==> src/rtl/addsub_pkg.sv <==
// addsub_pkg: op and state encodings shared by the add/subtract unit
package addsub_pkg;
  localparam logic [1:0] OP_ADD = 2'b00;
  localparam logic [1:0] OP_ADC = 2'b01;
  localparam logic [1:0] OP_SUB = 2'b10;
  localparam logic [1:0] OP_SBC = 2'b11;
  typedef enum logic [1:0] {ST_IDLE, ST_BUSY, ST_DONE} state_t;
endpackage

==> src/rtl/addsub_seq_if.sv <==
// addsub_seq_if: operand/result handshake bundle of the add/subtract unit
interface addsub_seq_if #(parameter int WIDTH = 32);
  logic             in_valid;
  logic             in_ready;
  logic [1:0]       in_op;
  logic [WIDTH-1:0] in_data0;
  logic [WIDTH-1:0] in_data1;
  logic             in_carry;
  logic             out_valid;
  logic             out_ready;
  logic [WIDTH-1:0] out_data;
  logic             out_negative;
  logic             out_zero;
  logic             out_carry;
  logic             out_overflow;
  modport master (
    output in_valid, in_op, in_data0, in_data1, in_carry, out_ready,
    input  in_ready, out_valid, out_data, out_negative, out_zero, out_carry, out_overflow
  );
  modport slave (
    input  in_valid, in_op, in_data0, in_data1, in_carry, out_ready,
    output in_ready, out_valid, out_data, out_negative, out_zero, out_carry, out_overflow
  );
endinterface

==> src/rtl/addsub_chunk.sv <==
// addsub_chunk: one CHUNK-wide adder slice, also exposing the carry into its MSB
module addsub_chunk #(parameter int CHUNK = 8) (
  input  logic [CHUNK-1:0] a,
  input  logic [CHUNK-1:0] b,
  input  logic             cin,
  output logic [CHUNK-1:0] sum,
  output logic             cout,
  output logic             cmsb
);
  assign {cout, sum} = {1'b0, a} + {1'b0, b} + {{CHUNK{1'b0}}, cin};
  assign cmsb = sum[CHUNK-1] ^ a[CHUNK-1] ^ b[CHUNK-1];
endmodule

==> src/rtl/addsub_seq.sv <==
// addsub_seq: multi-cycle ADD/ADC/SUB/SBC unit, CHUNK bits per cycle with NZCV flags
module addsub_seq
  import addsub_pkg::*;
#(
  parameter int WIDTH = 32,
  parameter int CHUNK = 8
) (
  input logic         clk,
  input logic         rst_n,
  input logic         in_clear,
  addsub_seq_if.slave bus
);
  localparam int NCHUNK = WIDTH / CHUNK;
  localparam int CW = NCHUNK > 1 ? $clog2(NCHUNK) : 1;
  localparam logic [CW-1:0] LAST = CW'(NCHUNK - 1);
  state_t           state;
  logic [WIDTH-1:0] a_q, b_q, res;
  logic [CW-1:0]    cnt;
  logic             carry, nz, n_q, z_q, c_q, v_q, c0, cout, cmsb;
  logic [CHUNK-1:0] sum;
  assign c0 = bus.in_op == OP_ADD ? 1'b0 : bus.in_op == OP_SUB ? 1'b1 : bus.in_carry;
  addsub_chunk #(.CHUNK(CHUNK)) u_chunk (
    .a    (a_q[int'(cnt)*CHUNK +: CHUNK]),
    .b    (b_q[int'(cnt)*CHUNK +: CHUNK]),
    .cin  (carry),
    .sum  (sum),
    .cout (cout),
    .cmsb (cmsb)
  );
  // subtraction is folded into the latch: B is stored already inverted
  always_ff @(posedge clk or negedge rst_n)
    if (!rst_n) begin
      state <= ST_IDLE;
      a_q   <= '0;
      b_q   <= '0;
      res   <= '0;
      cnt   <= '0;
      carry <= 1'b0;
      nz    <= 1'b0;
      n_q   <= 1'b0;
      z_q   <= 1'b0;
      c_q   <= 1'b0;
      v_q   <= 1'b0;
    end else if (in_clear) begin
      state <= ST_IDLE;
    end else if (state == ST_IDLE && bus.in_valid) begin
      a_q   <= bus.in_data0;
      b_q   <= bus.in_op[1] ? ~bus.in_data1 : bus.in_data1;
      carry <= c0;
      res   <= '0;
      nz    <= 1'b0;
      cnt   <= '0;
      state <= ST_BUSY;
    end else if (state == ST_BUSY) begin
      res[int'(cnt)*CHUNK +: CHUNK] <= sum;
      carry <= cout;
      nz    <= nz | (|sum);
      cnt   <= cnt == LAST ? '0 : cnt + 1'b1;
      if (cnt == LAST) begin
        n_q   <= sum[CHUNK-1];
        z_q   <= ~(nz | (|sum));
        c_q   <= cout;
        v_q   <= cout ^ cmsb;
        state <= ST_DONE;
      end
    end else if (state == ST_DONE && bus.out_ready) begin
      state <= ST_IDLE;
    end
  assign bus.in_ready     = state == ST_IDLE;
  assign bus.out_valid    = state == ST_DONE;
  assign bus.out_data     = res;
  assign bus.out_negative = n_q;
  assign bus.out_zero     = z_q;
  assign bus.out_carry    = c_q;
  assign bus.out_overflow = v_q;
endmodule

==> src/flat_wrapper.sv <==
// flat-port wrapper written by rule: the top's interface ports become plain ports
module addsub_seq_flat import addsub_pkg::*;
#(
  parameter int WIDTH = 32,
  parameter int CHUNK = 8
)
  (clk, rst_n, in_clear, bus_in_valid, bus_in_op, bus_in_data0, bus_in_data1, bus_in_carry, bus_out_ready, bus_in_ready, bus_out_valid, bus_out_data, bus_out_negative, bus_out_zero, bus_out_carry, bus_out_overflow);
  addsub_seq_if #(.WIDTH(WIDTH)) bus_i ();
  input logic clk;
  input logic rst_n;
  input logic in_clear;
  input wire logic [$bits(bus_i.in_valid)-1:0] bus_in_valid;
  input wire logic [$bits(bus_i.in_op)-1:0] bus_in_op;
  input wire logic [$bits(bus_i.in_data0)-1:0] bus_in_data0;
  input wire logic [$bits(bus_i.in_data1)-1:0] bus_in_data1;
  input wire logic [$bits(bus_i.in_carry)-1:0] bus_in_carry;
  input wire logic [$bits(bus_i.out_ready)-1:0] bus_out_ready;
  output wire logic [$bits(bus_i.in_ready)-1:0] bus_in_ready;
  output wire logic [$bits(bus_i.out_valid)-1:0] bus_out_valid;
  output wire logic [$bits(bus_i.out_data)-1:0] bus_out_data;
  output wire logic [$bits(bus_i.out_negative)-1:0] bus_out_negative;
  output wire logic [$bits(bus_i.out_zero)-1:0] bus_out_zero;
  output wire logic [$bits(bus_i.out_carry)-1:0] bus_out_carry;
  output wire logic [$bits(bus_i.out_overflow)-1:0] bus_out_overflow;
  assign bus_i.in_valid = bus_in_valid;
  assign bus_i.in_op = bus_in_op;
  assign bus_i.in_data0 = bus_in_data0;
  assign bus_i.in_data1 = bus_in_data1;
  assign bus_i.in_carry = bus_in_carry;
  assign bus_i.out_ready = bus_out_ready;
  assign bus_in_ready = bus_i.in_ready;
  assign bus_out_valid = bus_i.out_valid;
  assign bus_out_data = bus_i.out_data;
  assign bus_out_negative = bus_i.out_negative;
  assign bus_out_zero = bus_i.out_zero;
  assign bus_out_carry = bus_i.out_carry;
  assign bus_out_overflow = bus_i.out_overflow;
  addsub_seq #(.WIDTH(WIDTH), .CHUNK(CHUNK)) u_core (.clk(clk), .rst_n(rst_n), .in_clear(in_clear), .bus(bus_i));
endmodule
==> config.mk <==
export PLATFORM = sky130hd
export DESIGN_NAME = addsub_seq_flat
export DESIGN_NICKNAME = d
export VERILOG_FILES = /design/src/rtl/addsub_pkg.sv /design/src/rtl/addsub_seq_if.sv /design/src/rtl/addsub_chunk.sv /design/src/rtl/addsub_seq.sv /design/src/flat_wrapper.sv
export SDC_FILE = /design/constraint.sdc
export NUM_CORES = 1
export LEC_CHECK = 0
export CAP_MARGIN = 20
export CORE_ASPECT_RATIO = 2
export CORE_UTILIZATION = 35
export DETAILED_ROUTE_END_ITERATION = 7
export GPL_ROUTABILITY_DRIVEN = 0
export HOLD_SLACK_MARGIN = 0.03
export PLACE_DENSITY = 0.64
export SKIP_CTS_REPAIR_TIMING = 1
export SLEW_MARGIN = 20
export SYNTH_ARGS = -nofsm -noshare
export SYNTH_HDL_FRONTEND = slang
export SYNTH_SLANG_ARGS = --single-unit
==> constraint.sdc <==
create_clock -name clk -period 5.3 [get_ports clk]
set_input_delay 1.06 -clock clk [delete_from_list [all_inputs] [get_ports clk]]
set_output_delay 1.06 -clock clk [all_outputs]
set_load 0.01 [all_outputs]
Word level (Yosys, flattened, before mapping):

Index checks and enable logic that the tools add are counted.

* input port bits: 72
* bits in registers: 106
* output and inout port bits: 38

* mux-type cells: 18
* add/sub/neg operators: 4
* bitwise logic cells: 8
* equality and inequality tests: 5
* reduce and logical (&&, ||, !) cells: 11
* shifts and indexed selects: 4

Operators with widths (number)
* $mux W32: 3
* $shiftx A32 B6 Y8: 2
* $neg A5 Y33: 1
* $shift A8 B33 Y32 const A: 1
* $shiftx A8 B33 Y32: 1
* $bwmux W32: 1
* $not A32 Y32: 1
* $mux W2: 8
* $add A8 B8 Y9: 1
* $add A9 B1 Y9: 1
* $reduce_or A8 Y1: 1
* $eq A2 B2 Y1 const B: 3
* $mux W1: 6
* $reduce_and A2 Y1: 3
* $logic_not A2 Y1: 2
* $ne A4 B3 Y1 const B: 1
* $reduce_and A4 Y1: 1
* $reduce_bool A4 Y1: 1
* $not A1 Y1: 3
* $xor A1 B1 Y1: 3
* $add A2 B1 Y2 const B: 1
* $eq A2 B1 Y1 const B: 1
* $logic_and A1 B1 Y1: 2
* $reduce_bool A2 Y1: 1
* $or A1 B1 Y1: 1

Logic depth before layout (Yosys ltp):

* depth in word-level cells: 7
* gate-level depth with buffers: 11
* mapped depth without buffers: 10

Cells and area by module:

Synthesis repeated with hierarchy kept, for this count alone.

* cells, all modules: 455
* area total of the unflattened synthesis: 5442.7 um^2

Modules (own cells, without submodules)
* addsub_seq: area each 5066.1 um^2, times used 1, cells an instance 411
* addsub_chunk: area each 376.6 um^2, times used 1, cells an instance 44

Worst setup path before layout:

Ideal clock, no wire load.

* path type: reg2reg
* start point: reg u_core.cnt[0]
* end point: reg u_core.nz
* slack: 1925 ps
* stages on the path, launching flop included: 11
* data arrival time: 3254 ps
* clock period less this slack: 3375 ps
* cells stage by stage: dfrtp_1 buf_2 buf_2 mux4_2 ha_1 a21o_1 a31o_1 or4b_1 nand3_2 nand4b_1 a22o_1

* word-level cells in the longest chain between the ends: 7
* elaborated cells on any way between the ends: 8
* classes of those cells: add/sub (2); shift (2); mux (2); bitwise (1); reduce/logical (1)

Ends and longest elaborated chain
* start: declaration: RTL line addsub_seq.sv:18 `logic [CW-1:0] cnt;`
* start signal: assignment: RTL line addsub_seq.sv:58 `cnt <= cnt == LAST ? '0 : cnt + 1'b1;`
* $shiftx A32 B6 Y8 (on tied branches): RTL line addsub_seq.sv:23, addsub_seq.sv:24
* $add A8 B8 Y9 *: RTL line addsub_chunk.sv:10 `assign {cout, sum} = {1'b0, a} + {1'b0, b} + {{CHUNK{1'b0}}, cin};`
* $add A9 B1 Y9 *: RTL line addsub_chunk.sv:10
* $reduce_or A8 Y1 *: RTL line addsub_seq.sv:57 `nz <= nz | (|sum);`
* $or A1 B1 Y1 *: RTL line addsub_seq.sv:57
* $mux W1 *: RTL line addsub_seq.sv:54 `end else if (state == ST_BUSY) begin`
* $mux W1 *: RTL line addsub_seq.sv:46 `end else if (state == ST_IDLE && bus.in_valid) begin`
* end signal: assignment: RTL line addsub_seq.sv:57
* end: declaration: RTL line addsub_seq.sv:19 `logic carry, nz, n_q, z_q, c_q, v_q, c0, cout, cmsb;`

Every way passes the cells marked *; elsewhere a longest branch is shown, timed or not. The select of a mux whose other input is x is not followed.
A chain may end at the register's enable or synchronous reset.

Final worst setup path:

* start point: reg u_core.cnt[1]
* end point: reg u_core.v_q (netlist: u_core.bus.out_overflow)

* word-level cells in the longest chain between the ends: 6
* elaborated cells on any way between the ends: 9
* classes of those cells: add/sub (2); eq/ne (1); shift (2); bitwise (3); reduce/logical (1)

Ends and longest elaborated chain
* $shiftx A32 B6 Y8 (on tied branches): RTL line addsub_seq.sv:23, addsub_seq.sv:24
* $add A8 B8 Y9: RTL line addsub_chunk.sv:10
* $add A9 B1 Y9: RTL line addsub_chunk.sv:10
* $xor A1 B1 Y1 (2 in a row): RTL line addsub_chunk.sv:11 `assign cmsb = sum[CHUNK-1] ^ a[CHUNK-1] ^ b[CHUNK-1];`
* $xor A1 B1 Y1: RTL line addsub_seq.sv:63 `v_q <= cout ^ cmsb;`
* end signal: assignment: RTL line addsub_seq.sv:63
* end: declaration: RTL line addsub_seq.sv:19

Several ways; a longest one is shown, not always the timed one.

==> results.json <==
{
  "ys_seq_elements": 106,
  "ioPinCount": 110,
  "synthDistinctLibCells": 45,
  "ys.flop_type": "dfrtp_1",
  "hpwl_mm": 9.58,
  "worst_pin_slew_ns": 0.919,
  "tns_ns": 0,
  "coreArea_um2": 14400,
  "grtUsageTotal_pct": 17.6,
  "worstSetupStartpointType": "flip-flop",
  "path_class": "flip-flop to flip-flop",
  "critical_path_buf_inv_count": 1,
  "min_from": "u_core.bus.out_data[25]",
  "multi_input_area_um2": 2340,
  "outcome": "complete, no violations",
  "cpMaxStageDelayCell": "dfrtp_1",
  "slew_headroom_pct": 38.7,
  "avgSynthCellArea_um2": 11.9,
  "crit_family": "flip-flops",
  "drc_errors": 0,
  "grt-ovfl-total": 0,
  "clock_path_buffers": 2,
  "synth_area_leaders": "dfrtp_1 (52%), mux2_2 (7.3%), mux4_2 (7.0%), xnor2_1 (6.2%), a22o_1 (3.9%)",
  "row_count": 62,
  "pre_cts_ws_ns": 1.53,
  "final_common_cell": "clkdlybuf4s50_1",
  "min_period_over_period_pct": 65.4,
  "maxCapViolations": 0,
  "cellPowerDensity_nw_per_um2": 419,
  "slew_violations": 0,
  "crit_required_ns": 5.57,
  "synth_edf_count": 0,
  "synth_area_um2": 5120,
  "root_buffer": "clkbuf_16",
  "setup_viol": 0,
  "drt_iter0_drc": 145,
  "crit_path_end_kind": "flip-flop",
  "period_needed_ns": 3.46,
  "fin_ws_ns": 1.84,
  "grt_pass1_wl_mm": 19.8,
  "initial_core_util_pct": 35.7,
  "finalHoldViolCount": 0,
  "die_w_um": 87.5,
  "worstPathMaxFanout": 21,
  "max_freq_ghz": 0.289,
  "io_buffers": 109,
  "area_growth_pct": 30.5,
  "layout.nets": 617,
  "crit_start": "u_core.cnt[1]",
  "post_drt_via_cell_ratio": 4.94,
  "min_path_type": "flip-flop to flip-flop",
  "insertion_delay_ns": 0.35,
  "ir_drop_mv": 0.237,
  "die_h_um": 173,
  "yosysTopAreaCell": "dfrtp_1",
  "numCtsBuffers": 9,
  "arrival_ns": 3.73,
  "grt_max_degree": 66,
  "clkTransAtPathRegs_ns": 0.07,
  "num_vias": 3593,
  "critical_path.cell_chain": "mux4_2 -> fa_1 -> inv_1 -> fa_1 -> nor2b_1 -> o2111a_1 -> o211a_1 -> o21ai_0 -> or4b_1 -> o211ai_2",
  "firstDrtPassIters": 6,
  "grt_pass1_vias": 3823,
  "n_antenna_cell": 0,
  "cts_tree": "done",
  "routed_wl_mm": 12.5,
  "synthArstFlopShare_pct": 100,
  "drive_gt1_share_pct": 13.8,
  "antenna_left": 0,
  "mappedNetlistNets": 516,
  "fillCellCount": 1336,
  "synth_top_area_share_pct": 51.8,
  "cp_common_cell": "fa_1",
  "finClkSkew_ns": 0.00627,
  "wire_per_inst_um": 17.2,
  "ys_seq_area_share_pct": 51.8,
  "htreeDepth": 3,
  "final_cell_mix": "clkdlybuf4s50_1 (107), dfrtp_1 (105), nor2_1 (40)",
  "synth_cells": 429,
  "slowest_delay_ns": 0.94,
  "grt_setup_unrepaired": "false",
  "r2r_start": "u_core.cnt[1]",
  "antenna_found_initial": 0,
  "seq_area_um2": 2650,
  "p_leak_nw": 2.71,
  "yosysWarningCount": 0,
  "cts_sinks": 106,
  "die_area_um2": 15100
}
## report_power, final
group	switching (mW)	internal [mW]
clock	0.285	0.394
combinational	0.569	0.489
sequential	0.119	0.948
total	0.973	1.83
## through the flow
stage | instances | total power [mW] | hold WS (ns) | utilization [%] | instance area (um^2)
global route | 727 | 2.96 | 0.496 | 46.6 | 6690
CTS | 727 | 2.82 | 0.483 | 46.6 | 6680
finish | 727 | 2.80 | 0.476 | 46.6 | 6690
global placement | 711 | 2.10 | 0.467 | 44.4 | 6380
detailed placement | 711 | 2.13 | 0.469 | 44.4 | 6380
floorplan | 429 | 1.74 | 0.474 | - | 5120
## cell type report
class	count	share of cell area, %
sequential	106	39.7
clock buffer	13	3.89
timing repair buffer	112	16.5
clock inverter	3	0.692
inverter	10	0.561
multi-input combinational	291	35.0
tap	192	3.59
## routing by layer
layer | track usage (%) | part of all wire (%) | wire, um | up-vias
li1 | - | - | - | 1723
met1 | 17.8 | 35 | 4380 | 1755
met2 | 33.5 | 59 | 7330 | 94
met3 | 2.63 | 2.7 | 343 | 21
met4 | 8.47 | 3.4 | 428 | 0
met5 | 0 | 0 | 0 | -
## worst register-to-register path, cell delays in order, from the launching register on
cell	delay [ns]
dfrtp_1	0.94
mux4_2	0.45
fa_1	0.42
inv_1	0.08
fa_1	0.20
nor2b_1	0.07
o2111a_1	0.26
o211a_1	0.25
o21ai_0	0.17
or4b_1	0.47
o211ai_2	0.08
## flip-flops by register name, indices dropped and copies added (netlist names)
name	cells
u_core.a_q	32
u_core.b_q	32
u_core.bus.out_data	32
u_core.cnt	2
u_core.state	2
u_core.bus.out_carry	1
u_core.bus.out_negative	1
u_core.bus.out_overflow	1
u_core.bus.out_zero	1
u_core.carry	1
u_core.nz	1
## cells in the mapped netlist, drive strengths merged (2+ instances only)
library cell and count:
nor2b 4, nand2 21, o31ai 3, mux4 16, xnor2 37, fa 2
dfrtp 106, inv 10, clkbuf 10, o21ai 22, and2 8, a22o 23
a21oi 38, or4b 2, a21o 4, or3 2, ha 13, nor2 40
nand3 3, buf 12, nor3 2, mux2 33
## kinds of logic (layout without fill, tap and decap cells)
family          Yosys count  in the layout  synth area share (%)
compound gates           99             99                  12.4
xor+xnor                 37             37                  6.47
fa+ha+maj                15             15                  3.96
buf+inv                  32            138                  2.54
flops                   106            106                  51.8
mux                      50             50                  14.5
simple gates             90             90                  8.31
## path summary, 6_finish.rpt
path / endpoint / slack (ns) / cells past startpoint
worst max-delay path: u_core.bus.out_overflow / 1.84 / 10
worst min-delay path: u_core.bus.out_data[25] / 0.48 / 2
worst max register to register: u_core.bus.out_overflow / 1.84 / 10
worst min register to register: u_core.bus.out_data[25] / 0.48 / 2
max in group asynchronous: u_core.cnt[0] / 3.35 / 2
min in group asynchronous: u_core.b_q[17] / 0.71 / 1
Note: power is estimated with default switching activity, not from simulation.
